**config.mk**
```make
export PLATFORM = sky130hd
export DESIGN_NAME = ula_sequencial_flat
export DESIGN_NICKNAME = d
export VERILOG_FILES = /design/src/rtl/ula_pkg.sv /design/src/rtl/ula_sequencial_if.sv /design/src/rtl/mul_div_iterativo.sv /design/src/rtl/ula_sequencial.sv /design/src/flat_wrapper.sv
export SDC_FILE = /design/constraint.sdc
export NUM_CORES = 2
export LEC_CHECK = 0
export CORE_ASPECT_RATIO = 0.75
export CORE_MARGIN = 3
export CORE_UTILIZATION = 50
export CTS_CLUSTER_DIAMETER = 50
export DETAILED_ROUTE_END_ITERATION = 16
export PLACE_DENSITY_LB_ADDON = 0.15
export SYNTH_ARGS = -nofsm -noshare
export SYNTH_HDL_FRONTEND = slang
export SYNTH_SLANG_ARGS = --single-unit
export TNS_END_PERCENT = 100
```
**constraint.sdc**
```tcl
create_clock -name clk -period 9.18 [get_ports clk]
set_clock_uncertainty 0.15 [all_clocks]
set_input_delay 1.377 -clock clk [delete_from_list [all_inputs] [get_ports clk]]
set_output_delay 1.377 -clock clk [all_outputs]
set_load 0.005 [all_outputs]
```
**src/rtl/ula_pkg.sv**
```systemverilog
// Shared opcode encodings, FSM state type and iterative-unit mode for the sequential ALU.
package ula_pkg;

  typedef enum logic [3:0] {
    OP_ADD  = 4'd0,
    OP_SUB  = 4'd1,
    OP_AND  = 4'd2,
    OP_OR   = 4'd3,
    OP_XOR  = 4'd4,
    OP_SLT  = 4'd5,
    OP_SLTU = 4'd6,
    OP_MUL  = 4'd7,
    OP_DIVU = 4'd8,
    OP_REMU = 4'd9
  } opcode_t;

  typedef enum logic [1:0] {
    OCIOSO,
    CALCULANDO,
    PRONTO
  } estado_t;

  typedef enum logic [1:0] {
    MD_MUL,
    MD_DIVU,
    MD_REMU
  } modo_t;

endpackage

```
**src/rtl/ula_sequencial_if.sv**
```systemverilog
// Request/result bundle of the sequential ALU; the requester is master, the ALU is slave.
interface ula_sequencial_if #(parameter int BITS = 64);
  logic            inicio;
  logic [BITS-1:0] dina;
  logic [BITS-1:0] dinb;
  logic [BITS-1:0] imm;
  logic            alu_src;
  logic [3:0]      operacao;
  logic [BITS-1:0] dout;
  logic            ocupado;
  logic            pronto;
  logic            flag_maior_igual_u;
  logic            flag_igual;
  logic            flag_menor;

  modport master (
    output inicio, dina, dinb, imm, alu_src, operacao,
    input  dout, ocupado, pronto, flag_maior_igual_u, flag_igual, flag_menor
  );

  modport slave (
    input  inicio, dina, dinb, imm, alu_src, operacao,
    output dout, ocupado, pronto, flag_maior_igual_u, flag_igual, flag_menor
  );
endinterface

```
**src/rtl/mul_div_iterativo.sv**
```systemverilog
// One-bit-per-cycle shift-add multiplier / restoring divider; runs exactly BITS steps after start.
module mul_div_iterativo
  import ula_pkg::*;
#(
  parameter int BITS = 64
) (
  input  logic            clk,
  input  logic            reset,
  input  logic            start,
  input  modo_t           modo,
  input  logic [BITS-1:0] a,
  input  logic [BITS-1:0] b,
  output logic            ultimo,
  output logic [BITS-1:0] resultado
);
  localparam int CW = $clog2(BITS) + 1;

  // MUL: acc = partial product, sh_a = multiplicand, sh_b = multiplier.
  // DIV: acc = remainder, sh_a = dividend shifting into quotient, sh_b = divisor.
  logic [CW-1:0]   cnt;
  modo_t           modo_r;
  logic [BITS-1:0] acc, sh_a, sh_b;
  logic [BITS-1:0] acc_n, sh_a_n, sh_b_n;
  logic [BITS:0]   trial, diff;

  always_comb begin
    acc_n  = acc;
    sh_a_n = sh_a;
    sh_b_n = sh_b;
    trial  = {acc, sh_a[BITS-1]};
    diff   = trial - {1'b0, sh_b};
    if (modo_r == MD_MUL) begin
      acc_n  = acc + (sh_b[0] ? sh_a : '0);
      sh_a_n = sh_a << 1;
      sh_b_n = sh_b >> 1;
    end else if (!diff[BITS]) begin
      acc_n  = diff[BITS-1:0];
      sh_a_n = {sh_a[BITS-2:0], 1'b1};
    end else begin
      acc_n  = trial[BITS-1:0];
      sh_a_n = {sh_a[BITS-2:0], 1'b0};
    end
  end

  // The result reflects the step being taken this cycle, so the owner can register it on the last edge.
  assign resultado = (modo_r == MD_DIVU) ? sh_a_n : acc_n;
  assign ultimo    = (cnt == CW'(1));

  always_ff @(posedge clk or posedge reset) begin
    if (reset) begin
      cnt    <= '0;
      modo_r <= MD_MUL;
      acc    <= '0;
      sh_a   <= '0;
      sh_b   <= '0;
    end else if (start) begin
      cnt    <= CW'(BITS);
      modo_r <= modo;
      acc    <= '0;
      sh_a   <= a;
      sh_b   <= b;
    end else if (cnt != '0) begin
      cnt  <= cnt - CW'(1);
      acc  <= acc_n;
      sh_a <= sh_a_n;
      sh_b <= sh_b_n;
    end
  end
endmodule

```
**src/rtl/ula_sequencial.sv**
```systemverilog
// Sequential ALU: single-cycle logic/arith ops plus iterative MUL/DIVU/REMU under a 3-state FSM.
module ula_sequencial
  import ula_pkg::*;
#(
  parameter int BITS = 64
) (
  input logic             clk,
  input logic             reset,
  ula_sequencial_if.slave bus
);
  estado_t         estado, estado_n;
  logic [BITS-1:0] op_b, res_simples, res_iter;
  logic            aceita, iterativo, div_zero, ultimo;
  logic [2:0]      cmp, cmp_cap;
  modo_t           modo;

  always_comb begin
    op_b        = bus.alu_src ? bus.imm : bus.dinb;
    aceita      = bus.inicio && (estado != CALCULANDO);
    div_zero    = (op_b == '0);
    iterativo   = 1'b0;
    modo        = MD_MUL;
    res_simples = '0;
    case (bus.operacao)
      OP_ADD:  res_simples = bus.dina + op_b;
      OP_SUB:  res_simples = bus.dina - op_b;
      OP_AND:  res_simples = bus.dina & op_b;
      OP_OR:   res_simples = bus.dina | op_b;
      OP_XOR:  res_simples = bus.dina ^ op_b;
      OP_SLT:  res_simples = BITS'($signed(bus.dina) < $signed(op_b));
      OP_SLTU: res_simples = BITS'(bus.dina < op_b);
      OP_MUL: begin
        iterativo = 1'b1;
        modo      = MD_MUL;
      end
      OP_DIVU: begin
        if (div_zero) res_simples = '1;
        else begin
          iterativo = 1'b1;
          modo      = MD_DIVU;
        end
      end
      OP_REMU: begin
        if (div_zero) res_simples = bus.dina;
        else begin
          iterativo = 1'b1;
          modo      = MD_REMU;
        end
      end
      default: res_simples = '0;
    endcase
    cmp = {bus.dina >= bus.dinb, bus.dina == bus.dinb, $signed(bus.dina) < $signed(bus.dinb)};
  end

  always_comb begin
    estado_n = estado;
    case (estado)
      OCIOSO, PRONTO: begin
        if (aceita) estado_n = iterativo ? CALCULANDO : PRONTO;
        else        estado_n = OCIOSO;
      end
      CALCULANDO: if (ultimo) estado_n = PRONTO;
      default:    estado_n = OCIOSO;
    endcase
  end

  always_ff @(posedge clk or posedge reset) begin
    if (reset) estado <= OCIOSO;
    else       estado <= estado_n;
  end

  // Flags are sampled at acceptance but only published at completion, so outputs stay coherent.
  always_ff @(posedge clk or posedge reset) begin
    if (reset) begin
      bus.dout               <= '0;
      bus.flag_maior_igual_u <= 1'b0;
      bus.flag_igual         <= 1'b0;
      bus.flag_menor         <= 1'b0;
      cmp_cap                <= '0;
    end else if (aceita && !iterativo) begin
      bus.dout <= res_simples;
      {bus.flag_maior_igual_u, bus.flag_igual, bus.flag_menor} <= cmp;
    end else if (aceita) begin
      cmp_cap <= cmp;
    end else if (estado == CALCULANDO && ultimo) begin
      bus.dout <= res_iter;
      {bus.flag_maior_igual_u, bus.flag_igual, bus.flag_menor} <= cmp_cap;
    end
  end

  assign bus.ocupado = (estado == CALCULANDO);
  assign bus.pronto  = (estado == PRONTO);

  mul_div_iterativo #(.BITS(BITS)) u_mul_div (
    .clk       (clk),
    .reset     (reset),
    .start     (aceita && iterativo),
    .modo      (modo),
    .a         (bus.dina),
    .b         (op_b),
    .ultimo    (ultimo),
    .resultado (res_iter)
  );
endmodule

```
**src/flat_wrapper.sv**
```systemverilog
// flat-port wrapper written by rule: the top's interface ports become plain ports
module ula_sequencial_flat import ula_pkg::*;
#(
  parameter int BITS = 64
)
  (clk, reset, bus_inicio, bus_dina, bus_dinb, bus_imm, bus_alu_src, bus_operacao, bus_dout, bus_ocupado, bus_pronto, bus_flag_maior_igual_u, bus_flag_igual, bus_flag_menor);
  ula_sequencial_if #(.BITS(BITS)) bus_i ();
  input logic clk;
  input logic reset;
  input wire logic [$bits(bus_i.inicio)-1:0] bus_inicio;
  input wire logic [$bits(bus_i.dina)-1:0] bus_dina;
  input wire logic [$bits(bus_i.dinb)-1:0] bus_dinb;
  input wire logic [$bits(bus_i.imm)-1:0] bus_imm;
  input wire logic [$bits(bus_i.alu_src)-1:0] bus_alu_src;
  input wire logic [$bits(bus_i.operacao)-1:0] bus_operacao;
  output wire logic [$bits(bus_i.dout)-1:0] bus_dout;
  output wire logic [$bits(bus_i.ocupado)-1:0] bus_ocupado;
  output wire logic [$bits(bus_i.pronto)-1:0] bus_pronto;
  output wire logic [$bits(bus_i.flag_maior_igual_u)-1:0] bus_flag_maior_igual_u;
  output wire logic [$bits(bus_i.flag_igual)-1:0] bus_flag_igual;
  output wire logic [$bits(bus_i.flag_menor)-1:0] bus_flag_menor;
  assign bus_i.inicio = bus_inicio;
  assign bus_i.dina = bus_dina;
  assign bus_i.dinb = bus_dinb;
  assign bus_i.imm = bus_imm;
  assign bus_i.alu_src = bus_alu_src;
  assign bus_i.operacao = bus_operacao;
  assign bus_dout = bus_i.dout;
  assign bus_ocupado = bus_i.ocupado;
  assign bus_pronto = bus_i.pronto;
  assign bus_flag_maior_igual_u = bus_i.flag_maior_igual_u;
  assign bus_flag_igual = bus_i.flag_igual;
  assign bus_flag_menor = bus_i.flag_menor;
  ula_sequencial #(.BITS(BITS)) u_core (.clk(clk), .reset(reset), .bus(bus_i));
endmodule
```
# --- Word level (Yosys, flattened, before mapping) ---
# Cells that the tools add are included.
totals:
  register_bits: 273
  rom_bits: 0
  ramBits: 0
  inputBits: 200
  out_inout_bits: 69
  memories: 0
  word_cells: 99
  latch_bits: 0
classes:
  reduce_logical: 18
  addsub: 5
  n_shift: 0
  mux: 40
  div_mod_pow: 0
  eq_ne: 17
  n_mul: 0
  order_cmp: 4
  bitwise_logic: 4
ops:
  columns: ["op", "n"]
  rows:
  - ["64-bit 2-to-1 mux", 17]
  - ["64-bit one-hot mux with 9 select lines", 1]
  - ["64-bit less-than comparator", 3]
  - ["64-bit adder", 2]
  - ["65-bit by 64-bit subtractor with 65-bit output", 1]
  - ["64-bit AND", 1]
  - ["64-bit == test", 1]
  - ["64-bit greater-or-equal comparator", 1]
  - ["64-bit logical NOT", 1]
  - ["64-bit OR", 1]
  - ["64-bit subtractor", 1]
  - ["64-bit bitwise XOR", 1]
  - ["4-bit by 3-bit == test with 1-bit output, second input constant", 4]
  - ["7-bit 2-to-1 mux", 2]
  - ["1-bit 2-to-1 mux", 13]
  - ["4-bit by 2-bit == test with 1-bit output, second input constant", 2]
  - ["4-bit == test, second input constant", 2]
  - ["2-bit 2-to-1 mux", 4]
  - ["2-bit one-hot mux with 2 select lines", 2]
  - ["7-bit by 1-bit == test with 1-bit output, second input constant", 1]
  - ["7-bit nonzero test", 1]
  - ["7-bit by 1-bit subtractor with 7-bit output, second input constant", 1]
  - ["2-bit AND reduction", 3]
  - ["2-bit nonzero test", 3]
  - ["12 further kinds", 19]

# --- Logic depth before layout (Yosys ltp) ---
logic_depth:
  word_depth: 8
  depth_mapped: 19
  ltp_nobuf: 16

# --- By module ---
# A second synthesis with hierarchy kept.
hier_totals:
  cells_unflattened: 5280
  area_unflattened_um2: 37208.2
modules_own_cells:
  columns: ["module", "cells_each", "instances", "seq_area_each_um2", "area_each_um2"]
  rows:
  - ["mul_div_iterativo", 2626, 1, 5029.8, 19444.9]
  - ["ula_sequencial", 2654, 1, 1801.7, 17763.3]

# --- Worst setup path after synthesis ---
# OpenSTA, ideal clock, no wires.
synth_timing:
  path_type: "input port to flip-flop"
  start: "in bus_alu_src"
  end: "reg u_core.bus.dout[60]"
  setup_slack_ns: 3.109
  setup_ns: 0.126
  path_stages: 19
  path_buffers: 3
  required_time_ns: 8.904
  arrival_time_ns: 5.795
  path_cell_list: "clkbuf_1 clkbuf_1 clkbuf_1 mux2i_1 inv_1 ha_1 fa_1 nor2_1 o311ai_0 a21oi_1 o21ai_0 a2111oi_0 a31oi_1 o21ai_1 a41oi_1 o211a_1 a41oi_1 nand4_1 a221o_1"
synth_between:
  elab_chain_len: 8
  word_cells_on_any_way: 18
  cone_classes: "2 x add/sub; 1 x eq/ne; 7 x mux; 3 x bitwise; 5 x reduce/logical"
synth_rtl:
  columns: ["element", "line_no", "text"]
  rows:
  - ["start, declared", "flat_wrapper.sv:14", "input wire logic [$bits(bus_i.alu_src)-1:0] bus_alu_src;"]
  - ["64-bit 2-to-1 mux *", "ula_sequencial.sv:18", "op_b = bus.alu_src ? bus.imm : bus.dinb;"]
  - ["branches (longest 7 deep; another with 64-bit subtractor)", null, null]
  - ["end signal, assigned", "ula_sequencial.sv:81", "bus.dout <= res_simples;"]
  - ["end signal, assigned", "ula_sequencial.sv:86", "bus.dout <= res_iter;"]
  - ["end, declared", "ula_sequencial_if.sv:23", "output dout, ocupado, pronto, flag_maior_igual_u, flag_igual, flag_menor"]
# Mark *: on every way between the ends.
# A chain may end at the register's enable or synchronous reset.

# --- Final worst setup path ---
layout_timing:
  start: "in bus_alu_src"
  end: "reg u_core.bus.dout[61]"
# The elaborated chain is that of the path after synthesis.

==> metrics.md <==
| Metric | Value |
|---|---|
| CTS tree | `built` |
| Critical path fanouts, max | `44` |
| Iter 0 DRT Violations | `5,575` |
| Row cnt | `84` |
| Critical Path Sink Type | `flop` |
| WHS Path Cells | `2` |
| Nets | `5,624` |
| Clock latency on the worst-skew pair | `610 ps` |
| Port-buffer cells | `268` |
| Max cap viols | `0` |
| Slew @ Worst Pin | `1247 ps` |
| Synth Instances | `4,982` |
| Num CTS Buffers | `31` |
| Mean Syn Cell Area | `just over 7 µm²` |
| RSZ-0062 raised after global routing | `false` |
| Max Slew Vio Count | `0` |
| Final Cycle Share | `79.22%` |
| #FFs+latches synth | `273` |
| Drt drc | `0` |
| Vias in the first global route | `about 38,000` |
| # fillers | `just under 7,000` |
| YS warnings | `0` |
| Proportion of synthesized chip area in sequential cells | `19.21%` |
| Hold-fix buffers at CTS | `0` |
| I/O pin count | `269` |
| Initial Util | `between 50% and 60%` |
| Library cells used by synthesis | `between 90 and 100` |
| R2R cell count | `15` |
| Final Hold Vio Count | `0` |
| Hold Path End | `u_core.cmp_cap[2]$_DFFE_PP0P_` |
| Post-synth EDFFs | `0` |
| Top cell type's share of synthesized area | `19.21%` |
| WHS | `332.7 ps` |
| Hold/Removal Path Class | `reg -> reg` |
| # H-tree levels | `1` |
| Post-synthesis compound-gate area fraction | `33.27%` |
| First-pass GRT wire length | `between 200 and 300 mm` |
| Proportion of layout cells with a drive suffix above 1 | `4.035%` |
| Setup violators final | `0` |
| Highest clock rate | `around 140 MHz` |
| Most numerous cell in the Yosys netlist | `nand2_1` |
| Clock-pin slew on the worst setup and hold paths | `70 ps` |
| Postcts setup bufs | `0` |
| Synth Area in Simple Gates | `between 20% and 30%` |
| CP max stage cell | `a2111oi_0` |
| DRT Pass-1 Iters | `6` |
| WL final | `175.9 mm` |
| Final HPWL DP | `137.5 mm` |
| Via Count | `just over 40,000` |
| Synth async-reset ratio | `between 90% and 100%` |
| Initial antenna violation count | `1` |
| Worst setup margin | `about 1900 ps` |
| Synth Area in XOR/XNOR | `3.300%` |
| Synthesized area | `about 36,000 µm²` |
| Peak supply drop | `between 300 and 400 µV` |
| Startpoint of the worst hold path | `u_core.cmp_cap[2]$_DFFE_PP0P_` |
| CP startpoint kind | `input pin` |
| Pre-CTS WS | `between 1500 and 2000 ps` |
| Tmin final | `about 7300 ps` |
| Clock sink count | `~270` |
| Area Growth Syn to Fin | `12.30%` |
| Die area | `74,400 µm²` |
| Adder-cell area share of the yosys netlist | `13.80%` |
| Final ANT Viol Nets | `0` |
| Pin count of the biggest net entering global routing | `158` |
| Worst slew margin | `16.10%` |
| GRT overflow | `0` |
| Post-synth top flop | `dfrtp_1` |
| Placer Congestion | `1.106` |
| Die Wd | `314.0 µm` |
| Cell taking the most area after synthesis | `dfrtp_1` |
| Status | `complete, no violations` |
| CP arrival | `7650 ps` |
| Critical R2R Launch | `u_core.u_mul_div.sh_b[0]$_DFFE_PP0P_` |
| Area contributors post-synth | `dfrtp_1, ha_1, a21oi_1, nand2_1, nor2_1` |
| CTS Buffer Depth | `3` |
| Commonest cells post-synth | `nand2_1, a21oi_1, nor2_1` |
| Class of the most critical setup path | `in -> reg` |
| Wire per inst | `29.30 µm` |
| Setup TNS | `0 ps` |
| Chip height | `237.0 µm` |
| Mux share of post-synthesis cell area | `2.413%` |
| R2r setup slk | `3350 ps` |
| Post-Syn Nets | `about 5,600` |
| Core area | `70,310 µm²` |
| Worst path max stage delay | `between 1000 and 1500 ps` |
| Total Routing Usage GR | `45.24%` |
| R2r endpoint | `u_core.bus.dout[0]$_DFFE_PP0P_` |
| Critical Path RT | `approximately 9600 ps` |
| Largest family of logic cells by synthesized area | `compound AO/OA/AOI/OAI gates` |
| CTS Root Cell | `clkbuf_16` |
| Pwr Density | `about 360 nW/µm²` |
| Design Power | `14.35 mW` |
| Via-to-Cell Ratio | `6.874` |
| Leak | `17.57 nW` |
| Critical path cell sequence | `buf_4 -> buf_4 -> mux2i_1 -> ha_1 -> nor2b_1 -> o21ai_0 -> a2111oi_0 -> o21ai_0 -> a2111oi_0 -> nor2_1 -> o31a_1 -> o31ai_4 -> a211oi_1 -> o41ai_1 -> o2bb2ai_1 -> o211ai_1` |
| Post-CTS resize count | `0` |
[flip-flops by register name (all words and copies together) (netlist names)]
register,cells
u_core.bus.dout,64
u_core.bus.flag_igual,1
u_core.bus.flag_maior_igual_u,1
u_core.bus.flag_menor,1
u_core.cmp_cap,3
u_core.estado,2
u_core.u_mul_div.acc,64
u_core.u_mul_div.cnt,7
u_core.u_mul_div.modo_r,2
u_core.u_mul_div.sh_a,64
u_core.u_mul_div.sh_b,64
[area by class of cell]
| cell class | count | area [µm²] | area share [%] |
|---|---|---|---|
| Multi-Input combinational cell | 4039 | 26330 | 65.91 |
| Sequential cell | 273 | 6832 | 17.10 |
| Timing Repair Buffer | 333 | 3193 | 7.995 |
| Inverter | 356 | 1344 | 3.365 |
| Tap cell | 946 | 1184 | 2.964 |
| Clock buffer | 37 | 838.3 | 2.099 |
| Clock inverter | 18 | 221.5 | 0.5545 |
| Antenna cell | 1 | 2.502 | 0.006265 |
[critical path, delay by kind of cell]
kind / cells / cell delay, ps
buffers and inverters: 2 / 1180
AOI/OAI and AO/OA: 10 / 3600
and+or+nand+nor: 2 / 610
adders and majority gates: 1 / 440
muxes: 1 / 420
[cell families after synthesis]
kind of cell	Yosys count
mux	85
fa+ha+maj	390
buf+inv	670
xor+xnor	134
compound gates	1808
simple gates	1622
flops	273
[where the power goes]
part           total, mW  internal [mW]  leakage, nW  switching [mW]
registers           2.45           1.79         3.29           0.666
logic               10.6           3.84         13.8            6.72
clock network       1.34          0.745        0.512           0.595
[worst max path at each step]
stage                      start  slack, ps                              end
finish               bus_alu_src       1910  u_core.bus.dout[61]$_DFFE_PP0P_
global route         bus_alu_src       1900  u_core.bus.dout[61]$_DFFE_PP0P_
CTS                  bus_alu_src       2340  u_core.bus.dout[61]$_DFFE_PP0P_
detailed placement   bus_alu_src       1720  u_core.bus.dout[61]$_DFFE_PP0P_
global placement    bus_dinb[60]       1650  u_core.bus.dout[32]$_DFFE_PP0P_
floorplan                  reset        130   u_core.bus.dout[0]$_DFFE_PP0P_
[stage by stage]
step           area (µm²)  util (%)  instances
2_1_floorplan       35570         -       4982
3_3_place_gp        38860     55.27       5947
3_5_place_dp        38880     55.29       5947
4_1_cts             39940     56.80       6002
5_1_grt             39940     56.80       6002
6_report            39940     56.80       6003
[routing by layer]
layer / part of all wire [%] / GRT usage (%) / up-vias
met3: 12 / 11.05 / 576
met1: 39 / 60.15 / 19510
met2: 40 / 64.92 / 2875
met5: 0.0057 / 0 / -
li1: - / - / 18310
met4: 8.2 / 29.83 / 2
[cells in the final DEF (no fill, tap or decap), types with 31 or more instances in the layout]
cell             instances
nor2b_1                 51
o211ai_1                93
nand2_1                547
nor3_1                  82
dfrtp_1                273
xnor2_1                 84
nand4_1                 80
xor2_1                  50
o21a_1                  35
o31ai_1                 44
buf_4                   64
o22ai_1                 36
a21o_1                 107
nand3_1                 87
a221oi_1                49
a31oi_1                142
nor4_1                  60
ha_1                   386
inv_1                  352
a211oi_1               123
mux2i_1                 79
clkdlybuf4s50_1        267
o21ai_0                280
o221ai_1                34
a21oi_1                548
o21bai_1                48
nor2_1                 475
and2_1                  88
clkbuf_16               31
a22oi_1                 33
nand2b_1                42
a221o_1                 38
Power figures use the tool's default switching activity.
